==> src/rtl/guess_game_fsm.sv <==
// Lamp-chase guess game: a one-hot lamp rotates over W positions and the player presses the matching button.
// Optional macro GUESS_SPEEDUP_EN adds a per-step tick divider that shortens with every hit.
module guess_game_fsm #(
    parameter int W         = 4,
    parameter int LIVES     = 3,
    parameter int WIN_SCORE = 8,
    parameter int DIV_INIT  = 4
) (
    input  logic                           clk,
    input  logic                           rst,
    input  logic                           en,
    input  logic [W-1:0]                   B,
    output logic [W-1:0]                   y,
    output logic                           win,
    output logic                           lose,
    output logic [$clog2(WIN_SCORE+1)-1:0] score,
    output logic [$clog2(LIVES+1)-1:0]     lives_left
);

    localparam int PW = $clog2(W);
    localparam int SW = $clog2(WIN_SCORE + 1);
    localparam int LW = $clog2(LIVES + 1);

    typedef enum logic [2:0] {
        RUN  = 3'd0,
        HIT  = 3'd1,
        MISS = 3'd2,
        WIN  = 3'd3,
        LOSE = 3'd4
    } state_t;

    state_t        state;
    logic [PW-1:0] pos;
    logic          armed;

    logic [PW-1:0] pos_nxt;
    logic [W-1:0]  lamp_cur;
    logic [W-1:0]  lamp_nxt;
    logic [SW-1:0] score_nxt;
    logic [LW-1:0] lives_nxt;
    logic          press;
    logic          step;

    function automatic logic [W-1:0] onehot(input logic [PW-1:0] p);
        onehot = W'(1) << p;
    endfunction

    assign pos_nxt   = (pos == PW'(W - 1)) ? '0 : pos + PW'(1);
    assign lamp_cur  = onehot(pos);
    assign lamp_nxt  = onehot(pos_nxt);
    assign score_nxt = score + SW'(1);
    assign lives_nxt = lives_left - LW'(1);
    // A press only counts once per release; a held button is ignored until B returns to 0.
    assign press     = (B != '0) && armed;

`ifdef GUESS_SPEEDUP_EN
    localparam int DW = $clog2(DIV_INIT + 1);

    logic [DW-1:0] div;
    logic [DW-1:0] step_cnt;

    assign step = (step_cnt == div - DW'(1));
`else
    assign step = 1'b1;
`endif

    always_ff @(posedge clk) begin
        if (rst) begin
            state      <= RUN;
            pos        <= '0;
            y          <= W'(1);
            score      <= '0;
            lives_left <= LW'(LIVES);
            win        <= 1'b0;
            lose       <= 1'b0;
            armed      <= 1'b1;
`ifdef GUESS_SPEEDUP_EN
            div        <= DW'(DIV_INIT);
            step_cnt   <= '0;
`endif
        end else if (en) begin
            case (state)
                RUN: begin
                    if (!press) begin
                        if (B == '0)
                            armed <= 1'b1;
                        if (step) begin
                            pos <= pos_nxt;
                            y   <= lamp_nxt;
                        end
`ifdef GUESS_SPEEDUP_EN
                        step_cnt <= step ? '0 : step_cnt + DW'(1);
`endif
                    end else begin
                        armed <= 1'b0;
                        if (B == lamp_cur) begin
                            score <= score_nxt;
                            y     <= '1;
`ifdef GUESS_SPEEDUP_EN
                            if (div > DW'(1))
                                div <= div - DW'(1);
`endif
                            if (score_nxt == SW'(WIN_SCORE)) begin
                                state <= WIN;
                                win   <= 1'b1;
                            end else begin
                                state <= HIT;
                            end
                        end else begin
                            lives_left <= lives_nxt;
                            y          <= '0;
                            if (lives_nxt == '0) begin
                                state <= LOSE;
                                lose  <= 1'b1;
                            end else begin
                                state <= MISS;
                            end
                        end
                    end
                end

                HIT, MISS: begin
                    // Flash lasts one tick; buttons are not judged, only released.
                    if (B == '0)
                        armed <= 1'b1;
                    state <= RUN;
                    pos   <= '0;
                    y     <= W'(1);
`ifdef GUESS_SPEEDUP_EN
                    step_cnt <= '0;
`endif
                end

                default: begin
                    // WIN and LOSE are terminal until reset.
                    state <= state;
                end
            endcase
        end
    end

endmodule

==> config.mk <==
export PLATFORM = sky130hd
export DESIGN_NAME = guess_game_fsm
export DESIGN_NICKNAME = d
export VERILOG_FILES = /design/src/rtl/guess_game_fsm.sv
export SDC_FILE = /design/constraint.sdc
export NUM_CORES = 1
export LEC_CHECK = 0
export BUFFER_PORTS_ARGS = -buffer_cell sky130_fd_sc_hd__buf_2
export CAP_MARGIN = 20
export CORE_MARGIN = 1
export CORE_UTILIZATION = 37
export DETAILED_ROUTE_END_ITERATION = 6
export PLACE_DENSITY_LB_ADDON = 0.3
export SLEW_MARGIN = 25
export SYNTH_ARGS = -nofsm -noshare
export SYNTH_HDL_FRONTEND = slang
export SYNTH_SLANG_ARGS = --single-unit
==> constraint.sdc <==
create_clock -name clk -period 4.25 [get_ports clk]
set_input_delay 0.85 -clock clk [delete_from_list [all_inputs] [get_ports clk]]
set_output_delay 0.85 -clock clk [all_outputs]
set_load 0.05 [all_outputs]
Word-level counts from Yosys, hierarchy flattened:

Cells that the tools add are included.

* add/subtract/negate cells: 3
* eq/ne operators: 7
* shift-type cells: 2
* mux-type cells: 14
* bitwise operators: 1
* reduce and logical (&&, ||, !) cells: 14

Operators by type and width (count)
* $reduce_and A5 Y1: 2
* $mux W3: 3
* $mux W4: 2
* $pmux W4 S2: 1
* $reduce_and A4 Y1: 2
* $shl A1 B2 Y4 const A: 2
* $mux W2: 3
* $pmux W3 S2: 1
* $reduce_and A3 Y1: 2
* $add A4 B1 Y4 const B: 1
* $eq A4 B4 Y1: 1
* $eq A4 B4 Y1 const B: 1
* $logic_not A4 Y1: 1
* $ne A2 B2 Y1 const B: 2
* $pmux W2 S2: 1
* $reduce_bool A4 Y1: 1
* $eq A3 B1 Y1 const B: 1
* $eq A3 B2 Y1 const B: 1
* $logic_not A3 Y1: 1
* $add A2 B1 Y2 const B: 1
* $eq A2 B2 Y1 const B: 1
* $logic_not A2 Y1: 1
* $mux W1: 2
* $pmux W1 S2: 1
* other kinds (6): 6

* bits in registers: 18
* bits of input ports: 7
* output and inout port bits: 12
* logic and storage cells: 49

Longest topological paths before layout:

Gate-level depths: netlist of the first run.

* word-level depth: 6
* gate-level depth with buffers: 7
* gate-level depth less buffers: 6

Least setup slack after synthesis of the first run:

No wires, ideal clock.

* path type: input to register
* from: in en
* to: reg score[3]
* setup time: 0.070 ns
* arrival time: 2.294 ns
* data required time: 4.180 ns
* setup slack: 1.885 ns
* stages: 5
* path buffers: 1
* path through: or4b_4 or2_1 buf_6 or4_1 a21oi_1

* longest elaborated chain between the ends: 1

RTL lines
* start, declared: RTL line 11 `input logic en,`
* $reduce_and A4 Y1 (no line)
* end signal, assigned: RTL line 97 `score <= score_nxt;`
* end, declared: RTL line 16 `output logic [$clog2(WIN_SCORE+1)-1:0] score,`

Every way passes these cells.
A chain may end at the register's enable or synchronous reset.

Worst setup path in the final report of the first run:

Same ends and word-level chain as after synthesis.

==> results.json, run 1 <==
{
  "seq_area_um2": 360,
  "reg2reg_slack_ns": 2.25,
  "timing.reg2reg.worst_path_depth": 4,
  "post-route-drc-count": 0,
  "finalMaxSlewViolations": 0,
  "die-area_um2": 2740,
  "clockBufferDepth": 2,
  "synth_edf_count": 0,
  "synth_top_cell_by_area": "dfxtp_1",
  "drt-vias-per-instance": 5.58,
  "synthTopCellsByArea": "dfxtp_1 38%, ha_1 9.3%, a21oi_1 8.0%",
  "fin_nets": 140,
  "vias": 848,
  "grt_usage_pct": 15.6,
  "seq_area_frac_synth_pct": 38.5,
  "start_util_pct": 40.8,
  "post-place-cells": 149,
  "gp_congestion": 0.765,
  "timing.slew.headroom_pct": 58.8,
  "finalHoldViolCount": 0,
  "hp-start": "win",
  "worstSkewPairLatency_ns": 0.28,
  "die_h_um": 52.3,
  "synthToLayoutAreaGrowth_pct": 13.4,
  "reg2reg_from": "state[0]",
  "cts_hold_buf": 0,
  "multiInputGateArea_um2": 524,
  "fin_skew_ns": 0.00212,
  "grt_first_pass_wirelength_um": 3190,
  "ys.flop_type": "dfxtp_1",
  "final_cells": 152,
  "fp.dieW_um": 52.3,
  "grt_max_degree": 18,
  "worst_slack_ns": 2.01,
  "postLayoutCellArea_um2": 1060,
  "ys_warn_count": 0,
  "cts_resized": 0,
  "drt_pass1_iterations": 4,
  "dp_slack_ns": 1.72,
  "whs_endpoint": "win",
  "ant_nets": 0,
  "cts_tree": "built",
  "dp_hpwl_um": 1440,
  "rows": 17,
  "post_cts_buffers": 0,
  "grt_pass1_vias": 734,
  "wl_um": 1850,
  "reg2reg_to": "score[3]",
  "routedWlPerCell_um": 12.2,
  "crit_type": "in2reg",
  "coreArea_um2": 2300,
  "total_leakage_power_uw": 0.000426,
  "hold_class": "reg2reg",
  "power_density_nw_per_um2": 332,
  "cts-buffers-inserted": 3,
  "antenna_found_initial": 0,
  "worst_setup_path_end_kind": "register",
  "max_cap_violations": 0,
  "synth.net_count": 121,
  "worstPathMaxFanout": 9,
  "setup-tns-final_ns": 0,
  "yosysTopAreaCellShare_pct": 38.5,
  "avgSynthCellArea_um2": 8.76,
  "cts.sinks": 18,
  "arrival_ns": 2.46,
  "drtIter0Drc": 13,
  "async_reset_ff_share_pct": 0,
  "finalCriticalPeriod_ns": 2.24,
  "utilization_pct": 46.2,
  "max-vdd-ir-drop_v": 0.000153,
  "required_ns": 4.47,
  "port_buffers": 18,
  "antenna_cells": 0,
  "placed_area_um2": 1040,
  "synthCells": 107,
  "clkSlewWorstSetupHoldPaths_ns": 0.09,
  "yosysUniqueCellTypes": 32,
  "outcome": "finished clean",
  "setup_viol": 0,
  "startpoint": "en",
  "drive_above_1_share_pct": 21.0,
  "clockRootBuffer": "clkbuf_4",
  "synth-seq-cells": 18,
  "pin_count": 19,
  "syn_area_um2": 937,
  "hold_path_depth": 2,
  "overflow": 0,
  "cts_max_level": 1,
  "start_kind": "primary input",
  "fmax_mhz": 446,
  "worst_slew_pin_slew_ns": 0.610,
  "rsz0062_at_grt": "false",
  "nFillCells": 232,
  "period_share_pct": 52.7
}
-- layout make-up --
| class | instances | area share [%] |
|---|---|---|
| clock buffers | 3 | 2.12 |
| inverters | 8 | 2.83 |
| multi-input cells | 77 | 49.4 |
| flip-flops and latches | 18 | 33.9 |
| well taps | 28 | 3.30 |
| repair buffers | 18 | 8.48 |
-- logic make-up (layout without fill, tap and decap cells) --
kind of cell	count (synthesis)	count (layout)	synth area share, %
AO/OA/AOI/OAI	33	33	21.1
XOR/XNOR	5	5	4.67
adder cells (fa/ha/maj)	7	7	9.35
buffers and inverters	12	29	5.61
flip-flops	18	18	38.5
multiplexers	2	2	2.40
AND/OR/NAND/NOR	30	30	18.4
-- synth_stat cells (3+ instances only) --
cell type  count
a21oi_1       15
a22oi_1        3
dfxtp_1       18
ha_1           7
inv_1          8
nand2_1        5
nand3_1        8
nor2_1         3
o21ai_0        7
or3_1          3
xnor2_1        5
-- layer usage --
layer | vias up | track usage (%) | routed length, µm
met5 | - | 0 | 0
met4 | 0 | 5.26 | 14
met3 | 2 | 3.77 | 80
met2 | 22 | 25.1 | 865
met1 | 402 | 20.3 | 888
li1 | 422 | - | -
-- per-stage QoR --
stage | hold slack [ns] | total power, µW
2_1_floorplan | 0.460 | 258
3_3_place_gp | 0.434 | 274
3_5_place_dp | 0.442 | 275
4_1_cts | 0.460 | 356
5_1_grt | 0.485 | 375
6_report | 0.456 | 353
-- placed cells by master, fill, tap and decap left out, drive strengths merged, types with 2 or more instances in the layout --
cell and instances:
or3 3, o2111ai 2, clkbuf 3, buf 18, nand2 5, dfxtp 18
a22oi 3, nand3 8, or4 2, mux2 2, ha 7, or2 2
o21ai 7, xnor2 5, inv 8, a21oi 15, nor2 3
-- power breakdown --
group / leakage, µW / switching, µW / internal [µW]
logic: 0.000265 / 55.7 / 28.4
registers: 0.000147 / 8.58 / 179
clock network: 0.0000138 / 48.7 / 32.9
total: 0.000426 / 113 / 240
-- state kept, by name, summed over array words and instances, names as in the netlist --
name and cells:
armed 1, lives_left 2, lose 1, pos 2, score 4, state 3
win 1, y 4
-- worst max path at each step --
| stage | endpoint | slack, ns | cells after the start |
|---|---|---|---|
| global route | score[3] | 1.94 | 5 |
| detailed placement | score[3] | 1.72 | 5 |
| CTS | score[3] | 2.02 | 5 |
| finish | score[3] | 2.01 | 5 |
| global placement | score[3] | 1.76 | 5 |
| floorplan | score[3] | 1.89 | 5 |
-- critical path, cell delays in order --
cell	delay, ns
buf_2	0.11
or4b_4	0.49
or2_1	0.34
or4_1	0.53
a21oi_1	0.15
Power figures use the tool's default switching activity.
==> inputs of run 2 (changes only) <==
ABC_AREA = 1   (was unset)
clock period = 2.2 ns   (was 4.25 ns; I/O delays follow)
==> results.json, run 2 <==
{
  "outcome": "finished, violations left",
  "violations": "design-rule violations",
  "setup-tns-final_ns": 0,
  "crit_type": "reg2reg",
  "ant_nets": 0,
  "die_h_um": 56.7,
  "ys.flop_type": "dfxtp_1",
  "synthTopCellsByArea": "dfxtp_1 33%, nand2_1 19%, inv_1 9.2%",
  "drt_pass1_iterations": 6,
  "crit_buf_inv": 2,
  "power_density_nw_per_um2": 680,
  "crit_chain": "inv_1, ha_1, inv_1, nand2_1, nand2_1, nand2_1, nor2_2, nand2_4, nand2_1, nand2_1, nor2_1",
  "drt-vias-per-instance": 4.77,
  "timing.slew.headroom_pct": 66.5,
  "cts_tree": "built",
  "crit_top_cell": "nand2_1",
  "cpPeakStageDelay_ns": 0.38,
  "period_share_pct": 75.0,
  "grt_max_degree": 12,
  "layout_common_cells": "57 x nand2_1, 27 x inv_1, 18 x dfxtp_1, 18 x buf_2, 16 x nor2_1",
  "fp.dieW_um": 56.7,
  "cts.sinks": 18,
  "post_cts_buffers": 0,
  "rsz0062_at_grt": "false",
  "fin_skew_ns": 0.000780,
  "yosys.cell_count.top_type": "nand2_1",
  "coreArea_um2": 2810,
  "required_ns": 2.44,
  "slowest_stage": "dfxtp_1",
  "synth-seq-cells": 18,
  "clockRootBuffer": "clkbuf_4",
  "drive_above_1_share_pct": 18.5,
  "yosysTopAreaCellShare_pct": 32.6,
  "finalCriticalPeriod_ns": 1.65,
  "finalHoldViolCount": 0,
  "seq_area_frac_synth_pct": 32.6,
  "synth_edf_count": 0,
  "cts-buffers-inserted": 3,
  "port_buffers": 18,
  "syn_area_um2": 1110,
  "max-vdd-ir-drop_v": 0.000388,
  "finalMaxSlewViolations": 0,
  "total_leakage_power_uw": 0.000708,
  "cts_max_level": 1,
  "start_util_pct": 39.4,
  "totalPowerFinal_uw": 853,
  "worst_setup_path_end_kind": "register",
  "dp_hpwl_um": 1780,
  "overflow": 0,
  "drtIter0Drc": 40,
  "grt_usage_pct": 15.4,
  "async_reset_ff_share_pct": 0,
  "ys_warn_count": 0,
  "synthToLayoutAreaGrowth_pct": 13.3,
  "antenna_cells": 0,
  "gp_congestion": 0.870,
  "worstSkewPairLatency_ns": 0.29,
  "synth.net_count": 183,
  "hold_class": "in2reg",
  "cts_resized": 0,
  "start_kind": "register",
  "fin_nets": 204,
  "arrival_ns": 1.88,
  "rows": 19,
  "synthCells": 169,
  "setup_viol": 0,
  "grt_pass1_vias": 943,
  "clkSlewWorstSetupHoldPaths_ns": 0.10,
  "reg_top3": "score x4, y x4, state x3",
  "fmax_mhz": 606,
  "routedWlPerCell_um": 10.2,
  "antenna_found_initial": 0,
  "yosysUniqueCellTypes": 26,
  "pin_count": 19,
  "grt_first_pass_wirelength_um": 3930,
  "wl_um": 2250,
  "final_common_cell": "nand2_1",
  "worst_slew_pin_slew_ns": 0.499,
  "avgSynthCellArea_um2": 6.54,
  "clockBufferDepth": 2,
  "synth_top_cell_by_area": "dfxtp_1",
  "max_cap_violations": 0,
  "die-area_um2": 3210,
  "critPathTopFamily": "simple AND/OR/NAND/NOR gates",
  "worstPathMaxFanout": 10,
  "vias": 1050,
  "cts_hold_buf": 0,
  "nFillCells": 286,
  "synthTopCellsByCount": "57 x nand2_1, 27 x inv_1, 18 x dfxtp_1, 16 x nor2_1, 12 x nand3_1",
  "post-route-drc-count": 4
}
==> run 2: changes by cell type after synthesis, sizes merged, moves of 3 or more <==
cell   previous run  this run
inv               8        30
xnor2             5         1
a22oi             3         0
nand3             8        15
or3               3         0
o21ai             7         0
nor2              3        18
nand2             5        59
a21oi            15         8
==> run 2: layer usage <==
layer	vias to the layer above	part of all wire, %	track usage [%]
li1	564	-	-
met1	463	48	20.1
met2	21	46	25.9
met4	0	0.58	2.14
met3	2	4.7	4.38
met5	-	0	0
==> run 2: final cells by class <==
type	instances	area, µm²	area share, %
inverter	32	123	9.78
tap	31	38.8	3.09
timing repair buffer	18	90.1	7.19
clock buffer	4	36.3	2.89
multi-input combinational	117	606	48.3
sequential	18	360	28.7
==> run 2: final timing paths <==
check / from / endpoint / slack [ns] / depth (start not counted)
worst max-delay path: pos[0] / score[0] / 0.55 / 11
worst max register to register: pos[0] / score[0] / 0.55 / 11
worst min register to register: win / win / 0.45 / 2
worst min-delay path: rst / win / 0.41 / 2
==> run 2: cell families (layout without fill, tap and decap cells) <==
| logic type | count (synthesis) | after routing | synth area share, % |
|---|---|---|---|
| AO/OA/AOI/OAI | 12 | 12 | 6.34 |
| XOR/XNOR | 1 | 1 | 0.792 |
| adder cells (fa/ha/maj) | 7 | 7 | 7.92 |
| buffers and inverters | 34 | 54 | 12.7 |
| flip-flops | 18 | 18 | 32.6 |
| AND/OR/NAND/NOR | 97 | 97 | 39.7 |
==> run 2: power by group <==
part	internal, µW	switching (µW)	total [µW]
clock	101	100	201
sequential	353	24.1	377
combinational	85.4	190	276
==> run 2: through the flow <==
stage          instances  setup WS (ns)  cell area (µm²)  hold slack (ns)  utilization, %
2_1_floorplan        169          0.657             1110            0.477               -
3_3_place_gp         216          0.625             1220            0.436            43.4
3_5_place_dp         216          0.584             1220            0.441            43.4
4_1_cts              220          0.558             1250            0.404            44.7
5_1_grt              220          0.394             1250            0.404            44.7
6_report             220          0.551             1250            0.409            44.7
